### src/rtl/adc_sample_sequencer.sv
// Periodic ADC burst sequencer: one channel per burst, round-robin rotation,
// burst readings averaged into a one-cycle-valid sample, with hung-transaction
// timeout and period-overrun detection.
module adc_sample_sequencer #(
  parameter int unsigned NUM_CH        = 4,
  parameter int unsigned SAMPLE_PERIOD = 1000,
  parameter int unsigned AVG_LOG2      = 2,
  parameter int unsigned TIMEOUT       = 4096
) (
  input  logic       CLK,
  input  logic       RST,
  input  logic       EN,
  input  logic       clr_err,
  input  logic       adc_busy,
  input  logic       adc_done,
  input  logic [7:0] adc_data,
  output logic       adc_start,
  output logic [1:0] adc_chan,
  output logic [7:0] sample_out,
  output logic [1:0] sample_chan,
  output logic       sample_valid,
  output logic       overrun,
  output logic       timeout_err,
  output logic [2:0] STATE
);

  localparam int unsigned PW  = (SAMPLE_PERIOD > 1) ? $clog2(SAMPLE_PERIOD) : 1;
  localparam int unsigned TW  = $clog2(TIMEOUT + 1);
  localparam int unsigned AW  = 8 + AVG_LOG2;
  localparam int unsigned CW  = AVG_LOG2 + 1;
  localparam int unsigned NRD = 1 << AVG_LOG2;

  typedef enum logic [2:0] {
    S_IDLE      = 3'd0,
    S_WAIT_TICK = 3'd1,
    S_START     = 3'd2,
    S_CONVERT   = 3'd3,
    S_EMIT      = 3'd4
  } state_t;

  state_t          state, state_next;
  logic [PW-1:0]   per_cnt;
  logic            tick;
  logic [AW-1:0]   acc, acc_next, sum;
  logic [CW-1:0]   rd_cnt, rd_next;
  logic [TW-1:0]   to_cnt, to_next;
  logic [1:0]      chan, chan_next, chan_adv;
  logic            emit_load;
  logic            timeout_set;
  logic            overrun_set;

  assign tick        = EN && (per_cnt == PW'(SAMPLE_PERIOD - 1));
  assign sum         = acc + AW'(adc_data);
  assign chan_adv    = (chan == 2'(NUM_CH - 1)) ? 2'd0 : chan + 2'd1;
  assign overrun_set = tick && (state != S_WAIT_TICK);
  assign adc_chan    = chan;
  assign STATE       = state;

  // Sample-period counter; parked at zero while sampling is disabled
  always_ff @(posedge CLK) begin
    if (RST || !EN) begin
      per_cnt <= '0;
    end else if (per_cnt == PW'(SAMPLE_PERIOD - 1)) begin
      per_cnt <= '0;
    end else begin
      per_cnt <= per_cnt + 1'b1;
    end
  end

  // FSM state register
  always_ff @(posedge CLK) begin
    if (RST) begin
      state <= S_IDLE;
    end else begin
      state <= state_next;
    end
  end

  // Next-state, datapath updates and the start strobe
  always_comb begin
    state_next  = state;
    acc_next    = acc;
    rd_next     = rd_cnt;
    to_next     = to_cnt;
    chan_next   = chan;
    emit_load   = 1'b0;
    timeout_set = 1'b0;
    adc_start   = 1'b0;
    case (state)
      S_IDLE: begin
        if (EN) state_next = S_WAIT_TICK;
      end
      S_WAIT_TICK: begin
        if (!EN) begin
          state_next = S_IDLE;
        end else if (tick) begin
          state_next = S_START;
          acc_next   = '0;
          rd_next    = '0;
        end
      end
      S_START: begin
        if (!adc_busy) begin
          adc_start  = 1'b1;
          to_next    = '0;
          state_next = S_CONVERT;
        end
      end
      S_CONVERT: begin
        // A done arriving on the timeout cycle still counts as a reading
        if (adc_done) begin
          acc_next = sum;
          rd_next  = rd_cnt + 1'b1;
          if (rd_cnt == CW'(NRD - 1)) begin
            state_next = S_EMIT;
            emit_load  = 1'b1;
          end else begin
            state_next = S_START;
          end
        end else if (to_cnt == TW'(TIMEOUT - 1)) begin
          timeout_set = 1'b1;
          chan_next   = chan_adv;
          state_next  = S_WAIT_TICK;
        end else begin
          to_next = to_cnt + 1'b1;
        end
      end
      S_EMIT: begin
        chan_next  = chan_adv;
        state_next = EN ? S_WAIT_TICK : S_IDLE;
      end
      default: begin
        state_next = S_IDLE;
      end
    endcase
  end

  // Datapath registers, sample outputs and sticky error flags
  always_ff @(posedge CLK) begin
    if (RST) begin
      acc          <= '0;
      rd_cnt       <= '0;
      to_cnt       <= '0;
      chan         <= '0;
      sample_out   <= '0;
      sample_chan  <= '0;
      sample_valid <= 1'b0;
      overrun      <= 1'b0;
      timeout_err  <= 1'b0;
    end else begin
      acc          <= acc_next;
      rd_cnt       <= rd_next;
      to_cnt       <= to_next;
      chan         <= chan_next;
      sample_valid <= emit_load;
      if (emit_load) begin
        sample_out  <= 8'(sum >> AVG_LOG2);
        sample_chan <= chan;
      end
      if (overrun_set) begin
        overrun <= 1'b1;
      end else if (clr_err) begin
        overrun <= 1'b0;
      end
      if (timeout_set) begin
        timeout_err <= 1'b1;
      end else if (clr_err) begin
        timeout_err <= 1'b0;
      end
    end
  end

endmodule

### config.mk
export PLATFORM = sky130hd
export DESIGN_NAME = adc_sample_sequencer
export DESIGN_NICKNAME = d
export VERILOG_FILES = /design/src/rtl/adc_sample_sequencer.sv
export SDC_FILE = /design/constraint.sdc
export NUM_CORES = 1
export LEC_CHECK = 0
export ABC_AREA = 1
export BUFFER_PORTS_ARGS = -buffer_cell sky130_fd_sc_hd__buf_2
export CAP_MARGIN = 25
export CORE_ASPECT_RATIO = 1.5
export CORE_UTILIZATION = 50
export DETAILED_ROUTE_END_ITERATION = 7
export HOLD_SLACK_MARGIN = 0.06
export PLACE_DENSITY = 0.74
export SETUP_SLACK_MARGIN = 0.4
export SLEW_MARGIN = 20
export SYNTH_ARGS = -nofsm -noshare
export SYNTH_HDL_FRONTEND = slang
export SYNTH_SLANG_ARGS = --single-unit
### constraint.sdc
create_clock -name CLK -period 4.66 [get_ports CLK]
set_clock_uncertainty 0.05 [all_clocks]
set_input_delay 0.699 -clock CLK [delete_from_list [all_inputs] [get_ports CLK]]
set_output_delay 0.699 -clock CLK [all_outputs]
set_load 0.005 [all_outputs]
# Yosys cells after proc, flatten, opt, wreduce, memory -nomap -nowiden
# Cells that the tools add are included.
# totals
elab_cells	86
reg_bits	54
output_inout_bits	19
input_bits	14
# classes
n_eq_ne	19
reduce_logical	15
add_sub_neg	5
mux	36
# ops
cell	n
two-way mux 13 bit	3
two-way mux 10 bit	3
two-way mux 3 bit	10
case mux 13 bit (2 select lines)	1
case mux 10 bit (2 select lines)	1
!= test 2 bit, second input constant	8
case mux 3 bit (5 select lines)	1
adder 13 x 1 -> 13 bit, second input constant	1
equality test 13 x 12 -> 1 bit, second input constant	1
two-way mux 1 bit	12
AND reduction 4 bit	3
adder 10 x 1 -> 10 bit, second input constant	1
adder 10 x 8 -> 10 bit	1
equality test 10 bit, second input constant	1
nonzero test 2 bit	5
equality test 3 x 2 -> 1 bit, second input constant	3
two-way mux 2 bit	3
!= test 3 bit, second input constant	2
case mux 3 bit (2 select lines)	1
case mux 2 bit (2 select lines)	1
adder 3 x 1 -> 3 bit, second input constant	1
equality test 3 x 1 -> 1 bit, second input constant	1
equality test 3 bit, second input constant	1
zero test 3 bit	1
8 further kinds	9

# Longest topological paths before layout
# logic_depth
word_depth	5
ltp_mapped	12
mapped_depth_nobuf	12

# Worst setup path before layout
# Ideal clock, no wire load.
# synth_timing
path_kind	input-to-reg
from	input port adc_data[0]
to	register sample_out[4]
arrival_time_ns	1.902
cell_stages	10
required_time_ns	4.554
path_buffers	0
setup_time_ns	0.056
setup_slack_ns	2.652
path_cell_list	ha_1 fa_1 nand3_1 nand2_1 nand3_1 nand2_1 nand2_1 nand2_1 a21o_1 inv_1
# synth_via
elab_chain_cells	1
# synth_lines
item	line	rtl
start, declared	16	input logic [7:0] adc_data,
adder 10 x 8 -> 10 bit	53	assign sum = acc + AW'(adc_data);
end signal, assigned	157	sample_out <= 8'(sum >> AVG_LOG2);
end, declared	19	output logic [7:0] sample_out,
# No other way between the ends.
# A chain may end at the register's enable or synchronous reset.

# Final worst setup path
# layout_timing
from	register state[0] (netlist: STATE[0])
to	output port adc_start
# layout_via
elab_chain_cells	2
# layout_lines
item	line	rtl
start, declared	41	state_t state, state_next;
start signal, assigned	75	state <= state_next;
equality test 3 x 2 -> 1 bit	89	case (state)
two-way mux 1 bit	89	
end, declared	17	output logic adc_start,
# No other way between the ends.

==> reports/metrics.csv <==
stage;metric;value;unit
logic_synthesis;synth_area_leaders;dfxtp_1 (35%), nand2_1 (15%), nor2_1 (7.1%);
die;initial_utilization;0.5236;
power_and_ir_drop;power.density;253.0;mW/mm^2
routing;vias;2881;
die;io_pins;33;
die;fp.dieW;65.79;um
power_and_ir_drop;switching_share;0.2666;
routing;ant_nets;0;
worst_setup_path;crit_path_frequent_cell;nor2_1;
timing;timing.final.ws_setup;2.631;ns
timing;finalSetupViolations;0;
power_and_ir_drop;intPower;0.0006180;W
worst_setup_path;cp_top_family;simple AND/OR/NAND/NOR gates;
cells_and_area;fillers;551;
placed_design;dp_cells;543;
worst_setup_path;reg2reg_to;adc_chan[0];
logic_synthesis;synth_cells;448;
worst_setup_path;worstSetupEndpointType;primary output;
logic_synthesis;yosys_warnings;0;
logic_synthesis;synth_area;0.003052;sq mm
logic_synthesis;synth-edff-count;0;
timing;worst_pin_slew;0.5788;ns
logic_synthesis;async_flop_share;0;
worst_hold_path;min-delay-start;per_cnt[0];
worst_setup_path;timing.rr.start;to_cnt[0];
worst_setup_path;cpPeakStageDelay;0.39;ns
logic_synthesis;synth_top_area_cell;dfxtp_1;
routing;drt_pass1_iterations;4;
power_and_ir_drop;irDropWorstVdd;206.1;uV
clocking;cts.repair.resized;0;
grt;grt_start_max_net_pins;31;
timing;hold_viol;0;
timing;clock.fmax;492.8;MHz
timing;finalCritPeriodShare;0.4355;
worst_hold_path;min_path_type;flop to flop;
power_and_ir_drop;leakagePower;1.565;nW
cells_and_area;fin_util;0.5715;
timing;fin_setup_tns;0;ns
logic_synthesis;synth-adder-area-share;0.05986;
logic_synthesis;syn_nets;476;
grt;grt_pass1_vias;2736;
clocking;cts_num_sinks;54;
logic_synthesis;ys_types;41;
die;rows;34;
clocking;path_clk_slew;0.10;ns
grt;grt.overflow.total;0;
routing;routed_wl;6.588;mm
power_and_ir_drop;comb_power_share;0.100;
placed_design;port_buffers;32;
clocking;cts_tree;built;
timing;rsz0062_at_grt;false;
logic_synthesis;synth_top_family_by_area;simple AND/OR/NAND/NOR gates;
worst_setup_path;worstPathMaxFanout;6;
logic_synthesis;synth-seq-cells;54;
routing;drc;0;
clocking;cts_made_buffers;5;
worst_setup_path;rrSetupSlack;2.77;ns
cells_and_area;syn2layout_area_growth;9.143;%
worst_setup_path;crit_buf_inv;1;
power_and_ir_drop;power.share.clock;0.336;
logic_synthesis;ys.flop_type;dfxtp_1;
grt;grt.total_usage;0.2262;
clocking;ctsLongestPathBuffers;2;
worst_hold_path;hold_path_depth;1;
timing;maxSlewViolCount;0;
cells_and_area;final_cell_count_no_fill;551;
logic_synthesis;avgSynthCellArea;6.812;sq um
cells_and_area;nets;506;
logic_synthesis;synth_mux_area_frac;0;
die;design.die.area;0.006426;sq mm
job;maxCapViolations;0;
clocking;hold_buffers;0;
cells_and_area;antenna_cells;0;
timing;hold_ws;0.4124;ns
die;coreArea;0.005828;sq mm
logic_synthesis;synthDominantCellAreaShare;0.3542;
cells_and_area;drive_gt1_frac;0.1273;
worst_setup_path;cp.arrival;1.28;ns
logic_synthesis;synth_compound_area_frac;0.1017;
status;status;finished clean;
worst_setup_path;worstSetupPathType;flop to primary output;
routing;vias_per_cell;5.229;
clocking;root_buffer;clkbuf_8;
clocking;h-tree-depth;2;
grt;antenna_found_initial;0;
placed_design;pre_cts_ws;2.417;ns
worst_setup_path;cp.required;3.91;ns
worst_setup_path;path_cells;nor2_1 -> nand2_1 -> nor2_1 -> buf_2;
timing;slew_headroom;0.6142;
routing;drt_iter0_drc;190;
worst_hold_path;min_to;per_cnt[0];
logic_synthesis;yosys.area_share.simple;0.3743;
clocking;postCtsSetupBuffers;0;
cells_and_area;final_common_cell;nand2_1;
power_and_ir_drop;seqPwrFrac;0.564;
power_and_ir_drop;p_switching;0.0002247;W
die;die_y;97.68;um
logic_synthesis;synth_xor_area_frac;0.01722;
routing;wl_per_cell;11.96;um
grt;grt_pass1_wl;11.50;mm
worst_setup_path;startpoint_type;flop;
worst_setup_path;rr_worst_depth;10;
placed_design;dp_hpwl;4.974;mm
cells_and_area;layout_common_cells;nand2_1 (118), nor2_1 (58), dfxtp_1 (54);
worst_setup_path;slowest_stage;dfxtp_1;
timing;fin_crit;2.029;ns
clocking;insertion_delay;0.31;ns
placed_design;gp_congestion;0.8501;
logic_synthesis;seq_area_frac_synth;0.3542;
[cell families after synthesis]
kind of cell               after synthesis
AOI/OAI and AO/OA                       56
xor gates and xnor gates                 6
adders and majority gates               14
buffers and inverters                   63
DFF                                     54
and+or+nand+nor                        255
[per-stage QoR]
step            power, W  cell area [sq um]
2_1_floorplan  0.0005476               3052
3_3_place_gp   0.0005688               3232
3_5_place_dp   0.0005704               3232
4_1_cts        0.0008508               3331
5_1_grt        0.0008810               3331
6_report       0.0008427               3331
[sequential cells by signal, summed over array words and instances, names as in the netlist]
signal / flops
to_cnt: 13
acc: 10
per_cnt: 10
sample_out: 8
STATE: 3
rd_cnt: 3
adc_chan: 2
sample_chan: 2
overrun: 1
sample_valid: 1
timeout_err: 1
[area by class of cell]
class | instances | area [sq um] | share of cell area
well taps | 72 | 90.09 | 0.02705
clock buffers | 6 | 82.58 | 0.02479
inverters | 54 | 212.7 | 0.06386
multi-input cells | 331 | 1688 | 0.5068
repair buffers | 32 | 160.2 | 0.04808
clock inverters | 2 | 16.27 | 0.004884
flip-flops and latches | 54 | 1081 | 0.3246
[power groups by stage]
stage / registers [W] / clock network, W / logic [W]
2_1_floorplan: 0.000484 / 0 / 0.0000633
4_1_cts: 0.000475 / 0.000290 / 0.0000852
5_1_grt: 0.000476 / 0.000308 / 0.0000963
3_5_place_dp: 0.000486 / 0 / 0.0000844
3_3_place_gp: 0.000486 / 0 / 0.0000831
6_report: 0.000475 / 0.000283 / 0.0000845
[layer usage]
metal	global-route usage	wire, um
met4	0.1254	251
met1	0.2522	2781
met5	0	0
met3	0.02465	172
met2	0.4003	3382
[worst max-delay path by stage]
| stage | start | endpoint | slack (ns) | cells after the start |
|---|---|---|---|---|
| finish | STATE[0] | adc_start | 2.63 | 4 |
| CTS | STATE[0] | adc_start | 2.62 | 4 |
| floorplan | adc_data[0] | sample_out[4] | 2.65 | 10 |
| global placement | adc_data[0] | sample_out[4] | 2.45 | 11 |
| detailed placement | adc_data[0] | sample_out[6] | 2.42 | 11 |
| global route | STATE[0] | adc_start | 2.55 | 4 |
[synth_stat cells (2+ instances only)]
master and count:
nand4_1 7, clkbuf_1 3, o211ai_1 2, nor2_1 58, inv_1 49, a21o_1 3
nand3b_1 5, dfxtp_1 54, nor2_2 3, ha_1 13, inv_2 2, and3_1 2
nand2_1 118, buf_6 2, xor2_1 4, nor3_1 9, a21oi_1 31, o21ai_0 13
nand2_4 3, nor3b_1 2, xnor2_1 2, o21bai_1 2, nand3_1 39, inv_4 2
or2_2 4
Note: power is estimated with default switching activity, not from simulation.
